**src/rtl/inputcond_pkg.sv**
```systemverilog
// Purpose : shared defaults and parameter-legality helpers for the input conditioner array.
// Latency : n/a (constants and elaboration-time functions only).
// Backpr. : n/a.
package inputcond_pkg;

    localparam int DEF_CHANNELS      = 4;
    localparam int DEF_SYNC_STAGES   = 2;
    localparam int DEF_WAITTIME      = 3;
    localparam int DEF_COUNTER_WIDTH = 3;

    // Number of bits needed to hold 'value' (clog2(value+1)); 0 needs 0 bits.
    function automatic int bits_needed(input int value);
        int n;
        int v;
        n = 0;
        v = value;
        while (v > 0) begin
            n = n + 1;
            v = v >> 1;
        end
        return n;
    endfunction

    // Legal when the synchroniser has at least two flops and the debounce
    // counter can reach WAITTIME without wrapping (2^COUNTER_WIDTH > WAITTIME).
    function automatic bit config_ok(input int sync_stages,
                                     input int waittime,
                                     input int counter_width);
        return (sync_stages >= 2) &&
               (waittime >= 0) &&
               (counter_width >= 1) &&
               (counter_width >= bits_needed(waittime));
    endfunction

endpackage

```
**src/rtl/inputconditioner_channel.sv**
```systemverilog
// Purpose : one channel: synchroniser chain, debounce counter, registered edge pulses.
// Latency : clean step shows on conditioned SYNC_STAGES+WAITTIME+1 edges after first sample.
// Backpr. : none; free-running, output valid every cycle.
//
// Ports: clk, reset (sync, active-high), noisysignal (async raw input),
//        conditioned (debounced level), positiveedge / negativeedge (1-cycle pulses).
module inputconditioner_channel
    import inputcond_pkg::*;
#(
    parameter int   SYNC_STAGES   = DEF_SYNC_STAGES,
    parameter int   WAITTIME      = DEF_WAITTIME,
    parameter int   COUNTER_WIDTH = DEF_COUNTER_WIDTH,
    parameter logic RESET_VALUE   = 1'b0
) (
    input  logic clk,
    input  logic reset,
    input  logic noisysignal,
    output logic conditioned,
    output logic positiveedge,
    output logic negativeedge
);

    if (!config_ok(SYNC_STAGES, WAITTIME, COUNTER_WIDTH)) begin : g_bad_cfg
        $error("inputconditioner_channel: illegal SYNC_STAGES/WAITTIME/COUNTER_WIDTH combination");
    end

    localparam logic [COUNTER_WIDTH-1:0] WAIT_MAX = COUNTER_WIDTH'(WAITTIME);

    logic [SYNC_STAGES-1:0]   sync_q,         sync_d;
    logic [COUNTER_WIDTH-1:0] count_q,        count_d;
    logic                     conditioned_q,  conditioned_d;
    logic                     positiveedge_q, positiveedge_d;
    logic                     negativeedge_q, negativeedge_d;
    logic                     sync_out;

    // Oldest synchroniser stage is the only one the debounce logic may look at.
    assign sync_out = sync_q[SYNC_STAGES-1];

    always_comb begin
        sync_d         = {sync_q[SYNC_STAGES-2:0], noisysignal};
        count_d        = count_q;
        conditioned_d  = conditioned_q;
        positiveedge_d = 1'b0;
        negativeedge_d = 1'b0;

        if (sync_out == conditioned_q) begin
            // Any agreeing sample restarts the debounce window.
            count_d = '0;
        end else if (count_q == WAIT_MAX) begin
            // WAITTIME+1 consecutive disagreeing samples: commit and pulse.
            conditioned_d  = sync_out;
            count_d        = '0;
            positiveedge_d = sync_out;
            negativeedge_d = ~sync_out;
        end else begin
            count_d = count_q + 1'b1;
        end
    end

    always_ff @(posedge clk) begin
        if (reset) begin
            // Reset loads the level silently: no pulse even if conditioned moves.
            sync_q         <= {SYNC_STAGES{RESET_VALUE}};
            count_q        <= '0;
            conditioned_q  <= RESET_VALUE;
            positiveedge_q <= 1'b0;
            negativeedge_q <= 1'b0;
        end else begin
            sync_q         <= sync_d;
            count_q        <= count_d;
            conditioned_q  <= conditioned_d;
            positiveedge_q <= positiveedge_d;
            negativeedge_q <= negativeedge_d;
        end
    end

    assign conditioned  = conditioned_q;
    assign positiveedge = positiveedge_q;
    assign negativeedge = negativeedge_q;

endmodule

```
**src/rtl/input_conditioner_array.sv**
```systemverilog
// Purpose : CHANNELS independent input conditioners plus an aggregated any-edge flag.
// Latency : per channel SYNC_STAGES+WAITTIME+1 edges; anyedge is combinational from registered pulses.
// Backpr. : none; free-running, outputs valid every cycle.
//
// Ports: clk, reset (sync, active-high), noisysignal[CHANNELS] (async raw inputs),
//        conditioned / positiveedge / negativeedge [CHANNELS], anyedge (OR of all pulses).
module input_conditioner_array
    import inputcond_pkg::*;
#(
    parameter int                  CHANNELS      = DEF_CHANNELS,
    parameter int                  SYNC_STAGES   = DEF_SYNC_STAGES,
    parameter int                  WAITTIME      = DEF_WAITTIME,
    parameter int                  COUNTER_WIDTH = DEF_COUNTER_WIDTH,
    parameter logic [CHANNELS-1:0] RESET_VALUE   = '0
) (
    input  logic                clk,
    input  logic                reset,
    input  logic [CHANNELS-1:0] noisysignal,
    output logic [CHANNELS-1:0] conditioned,
    output logic [CHANNELS-1:0] positiveedge,
    output logic [CHANNELS-1:0] negativeedge,
    output logic                anyedge
);

    for (genvar i = 0; i < CHANNELS; i++) begin : g_chan
        inputconditioner_channel #(
            .SYNC_STAGES   (SYNC_STAGES),
            .WAITTIME      (WAITTIME),
            .COUNTER_WIDTH (COUNTER_WIDTH),
            .RESET_VALUE   (RESET_VALUE[i])
        ) u_chan (
            .clk          (clk),
            .reset        (reset),
            .noisysignal  (noisysignal[i]),
            .conditioned  (conditioned[i]),
            .positiveedge (positiveedge[i]),
            .negativeedge (negativeedge[i])
        );
    end

    assign anyedge = |(positiveedge | negativeedge);

endmodule

```
**config.mk**
```make
export PLATFORM = sky130hd
export DESIGN_NAME = input_conditioner_array
export DESIGN_NICKNAME = d
export VERILOG_FILES = /design/src/rtl/inputcond_pkg.sv /design/src/rtl/inputconditioner_channel.sv /design/src/rtl/input_conditioner_array.sv
export SDC_FILE = /design/constraint.sdc
export NUM_CORES = 1
export LEC_CHECK = 0
export ABC_AREA = 1
export CORE_MARGIN = 2
export CORE_UTILIZATION = 40
export CTS_CLUSTER_DIAMETER = 80
export DETAILED_ROUTE_END_ITERATION = 12
export PLACE_DENSITY_LB_ADDON = 0.2
export RECOVER_POWER = 50
export SLEW_MARGIN = 15
export SYNTH_ARGS = -nofsm -noshare
export SYNTH_HDL_FRONTEND = slang
export SYNTH_SLANG_ARGS = --single-unit
```
**constraint.sdc**
```tcl
create_clock -name clk -period 3.2 [get_ports clk]
set_input_delay 0.32 -clock clk [delete_from_list [all_inputs] [get_ports clk]]
set_output_delay 0.32 -clock clk [all_outputs]
set_load 0.005 [all_outputs]
```
======== Word-level counts from Yosys, hierarchy flattened ========
Cells that the tools add are included.
storage, ports and cells
  register bits ........................... 32
  bits of input ports ..................... 6
  output and inout bits ................... 13
  word-level logic and storage cells ...... 58
operators by class
  add/sub/neg operators ................... 4
  equality and inequality tests ........... 8
  bitwise gates (word level) .............. 13
  reduce and logical (&&, ||, !) cells .... 13
operator list
  kind                                                  count
  OR reduction 3 bit                                    8
  adder 3 x 1 -> 3 bit (second input constant)          4
  equality test 3 x 2 -> 1 bit (second input constant)  4
  inverter 1 bit                                        12
  AND reduction 2 bit                                   4
  equality test 1 bit                                   4
  OR 4 bit                                              1
  OR reduction 4 bit                                    1

======== Longest topological paths before layout ========
  depth after elaboration ................. 3
  depth in mapped cells ................... 5
  gate-level depth less buffers ........... 5

======== Cells and area by module ========
A second synthesis with hierarchy kept.
unflattened totals
  cells, all modules ...................... 139
  area total of the unflattened synthesis .. 1177.4 µm²
modules (own cells, without submodules)
  module                    instances  cells an instance  area an instance (µm²)  sequential area each (µm²)
  inputconditioner_channel  4          31                 280.3                   160.2
  input_conditioner_array   1          15                 56.3                    0.0

======== Worst setup path before layout ========
No wires, ideal clock.
  path type ............................... register to register
  start ................................... register g_chan[0].u_chan.count_q[0]
  end ..................................... register g_chan[0].u_chan.count_q[0]
  setup time .............................. 64 ps
  arrival time ............................ 983 ps
  required time ........................... 3136 ps
  slack ................................... 2153 ps
  cell stages (with the launch flop) ...... 6
  path buffers ............................ 0
  period minus slack after synthesis ...... 1047 ps
  path through ............................ dfxtp_1 -> ha_1 -> ha_1 -> nor2_4 -> nand3_2 -> nor2_1
between the ends
  word-level cells in the longest chain between the ends .. 2
  elaborated cells on any way between the ends .. 3
  those cells by class .................... 1 x add/sub; 1 x eq/ne; 1 x reduce/logical
ends and longest elaborated chain
  what                                                          line                            RTL
  start, declared                                               inputconditioner_channel.sv:30  logic [COUNTER_WIDTH-1:0] count_q, count_d;
  start signal, assigned                                        inputconditioner_channel.sv:70  count_q <= count_d;
  branches (longest 2 deep; another with adder 3 x 1 -> 3 bit)  n/a
Several ways; the timed one is not identified.
A chain may end at the register's enable or synchronous reset.

======== Worst setup path after layout ========
  start ................................... register g_chan[0].u_chan.positiveedge_q
  end ..................................... output anyedge
between the ends
  word-level cells in the longest chain between the ends .. 2
ends and longest elaborated chain
  what                    line                            RTL
  start, declared         inputconditioner_channel.sv:32  logic positiveedge_q, positiveedge_d;
  start signal, assigned  inputconditioner_channel.sv:72  positiveedge_q <= positiveedge_d;
  OR 4 bit                input_conditioner_array.sv:41   assign anyedge = |(positiveedge | negativeedge);
  OR reduction 4 bit      input_conditioner_array.sv:41
  end, declared           input_conditioner_array.sv:22   output logic anyedge
Every way passes these cells.

==> impl_results.md <==
- Number of vias in the routed layout: 836
- Maximum operating frequency: 0.614 GHz
- Routed via count divided by cell count: 4.10
- Drt first-iter violations: 25
- Cell internal power dissipation: 0.000524 W
- Initial DRT Pass Iterations: 4
- Clock network fraction of total power: 0.353
- Largest net degree at the start of global routing: 18
- Number of ports placed on the die boundary: 19
- Hold violation count in the final report: 0
- Number of buffers created by CTS: 5
- Fill cell instance count of the final layout: 338
- Starting Density: 0.429
- Wire length of the first global-routing pass: 3.14 mm
- Max-cap violations: 0
- Routed Wire Length: 1.79 mm
- Area of the mapped netlist: 0.00133 mm²
- Post-detailed-route wirelength per cell: 8.79 µm
- Sequential share of the synthesized area: 0.481
- Data arrival time of the critical path: 1.31 ns
- Critical Path End Type: output port
- Aggregate global routing overflow: 0
- Remaining routing DRC violations: 0
- Kind of start point of the critical path: flip-flop
- Measured slew at the worst slew-check pin: 0.953 ns
- Final Cycle Share: 0.509
- Power Dens Cells: 448 mW/mm²
- Resized cells post-CTS: 0
- Worst setup startpoint: g_chan[0].u_chan.positiveedge$_SDFF_PP0_
- Pre-CTS WS: 1.38 ns
- CTS clk-pin slew, worst paths: 0.10 ns
- Number of antenna-violating nets in the routed design: 0
- Count of buffers inserted at the top-level ports: 18
- Total of hold buffers inserted after clock tree synthesis: 0
- Antenna cell count: 0
- Setup repair after global routing missed its margin: no
- Static Leak: 0.584 nW
- Net switching component of the power: 0.000145 W
- Startpoint-to-endpoint class of the critical path: flip-flop to output port
- Multi-input logic area: 447 µm²
- Detailed-placement wirelength estimate: 1.31 mm
- Hold Path Depth: 2
- Min-delay src: g_chan[0].u_chan.sync_q[0]$_SDFF_PP0_
- Vias in the first global route: 772
- Yosys reg bits: 32
- Chip width: 61.7 µm
- GRT Total Usage: 0.120
- Unique cell type count in the Yosys netlist: 14
- Sw Share: 0.217
- TritonCTS clock tree: yes
- Die height: 61.7 µm
- Final worst path period need: 1.63 ns
- Area overhead of the layout relative to synthesis: 12.1%
- Final setup violating endpoints: 0
- Proportion of layout cells with a drive suffix above 1: 0.144
- Path class of the lowest-slack min-delay path: flip-flop to flip-flop
- Final Slew Violations: 0
- Number of sinks driven by the clock tree: 32
- Cell Rows: 20
- Cells on worst reg2reg path: 5
- Post-synth net total: 162
- Setup ws final: 1.57 ns
- Initial antenna violation count: 0
- Worst max-slew margin expressed relative to the limit: 0.363
- Peak fanout along the critical path: 2
- Synth Area per Inst: 9.00 µm²
- FF/Latch Area: 641 µm²
- Run status: finished clean
- Clock latency at the later pin of the worst-skew pair: 0.32 ns
- Area of the die: 0.00381 mm²
- Core area: 0.00310 mm²
- Comb pwr share: 0.037
- Clock Tree Buf Depth: 2
- Worst Path Required: 2.88 ns
- Count of H-tree levels built during CTS: 2
- Proportion of power drawn by flip-flops and latches: 0.610
- Number of warning messages in the yosys log: 0
- R2r startpoint: g_chan[3].u_chan.count_q[0]$_SDFF_PP0_
- Number of buffers added for setup after CTS: 0
- Clk_skew: 0.00720 ns
- Post-route setup TNS: 0 ns
- Instance count of the mapped netlist: 148
- CTS root buffer: clkbuf_4
- NumNets Final: 173
- Placer Congestion: 0.719
- Total power of the final layout: 0.000669 W
- Peak supply drop: 0.161 mV
-- power by group through the flow --
stage | sequential (W) | clock, W | combinational, W
6_report | 0.000408 | 0.000236 | 0.0000246
5_1_grt | 0.000409 | 0.000264 | 0.0000282
4_1_cts | 0.000408 | 0.000245 | 0.0000263
3_5_place_dp | 0.000417 | 0 | 0.0000261
3_3_place_gp | 0.000417 | 0 | 0.0000253
2_1_floorplan | 0.000416 | 0 | 0.0000192
-- synthesized netlist by cell type --
cell type	count	area share
nor2_4	4	0.034
buf_4	12	0.068
buf_6	2	0.017
dfxtp_1	32	0.48
nor2_1	24	0.068
ha_1	8	0.075
a21oi_1	4	0.015
inv_1	28	0.079
inv_4	1	0.0047
nand3_2	4	0.030
nand2_1	16	0.045
nand4_1	1	0.0047
nor3_2	8	0.060
nand2_2	4	0.019
-- critical path, stage by stage, from the launching register on --
cell             delay (ns)
dfxtp_1                0.36
nor2_1                 0.05
nand4_1                0.08
clkdlybuf4s50_1        0.50
-- sequential cells by signal, summed over array words and instances (netlist names) --
signal                      count
g_chan.u_chan.count_q          12
g_chan.u_chan.sync_q            8
g_chan.u_chan.conditioned       4
g_chan.u_chan.negativeedge      4
g_chan.u_chan.positiveedge      4
-- cell families after synthesis --
family,share of synthesized area
AO/OA/AOI/OAI,0.0150
adder cells (fa/ha/maj),0.0752
buffers and inverters,0.168
flip-flops,0.481
AND/OR/NAND/NOR,0.260
-- through the flow --
stage | hold WS, ns | util | cell area (µm²) | instances
floorplan | 0.388 | - | 1330 | 148
global placement | 0.389 | 0.469 | 1450 | 196
detailed placement | 0.392 | 0.469 | 1450 | 196
CTS | 0.406 | 0.488 | 1510 | 204
global route | 0.437 | 0.481 | 1490 | 204
finish | 0.403 | 0.481 | 1490 | 204
-- area by class of cell --
| type | count | share of cell area |
|---|---|---|
| timing repair buffer | 18 | 0.121 |
| sequential | 32 | 0.429 |
| inverter | 29 | 0.0746 |
| multi-input combinational | 73 | 0.299 |
| tap | 44 | 0.0369 |
| clock buffer | 8 | 0.0394 |
-- cells in the final DEF (no fill, tap or decap) --
cell type	count
clkbuf_1	2
inv_1	28
dlygate4sd3_1	1
nand4_1	1
ha_1	8
clkdlybuf4s50_1	17
dfxtp_1	32
nor2_4	4
inv_4	1
nor2_1	24
clkbuf_4	5
a21oi_1	4
nand3_1	4
nor3_2	8
nand2_2	4
nand2_1	16
clkbuf_8	1
-- final timing paths --
path                                                          endpoint  slack [ns]
worst max-delay path                                           anyedge        1.57
worst min-delay path             g_chan[0].u_chan.sync_q[1]$_SDFF_PP0_        0.40
worst min register to register   g_chan[0].u_chan.sync_q[1]$_SDFF_PP0_        0.40
worst max register to register  g_chan[3].u_chan.count_q[0]$_SDFF_PP0_        1.98
-- routing by layer --
metal	GRT usage	wire length [µm]
met3	0.0373	120
met2	0.194	766
met1	0.127	835
met4	0.100	70
met5	0	0
Note: power is estimated with default switching activity, not from simulation.
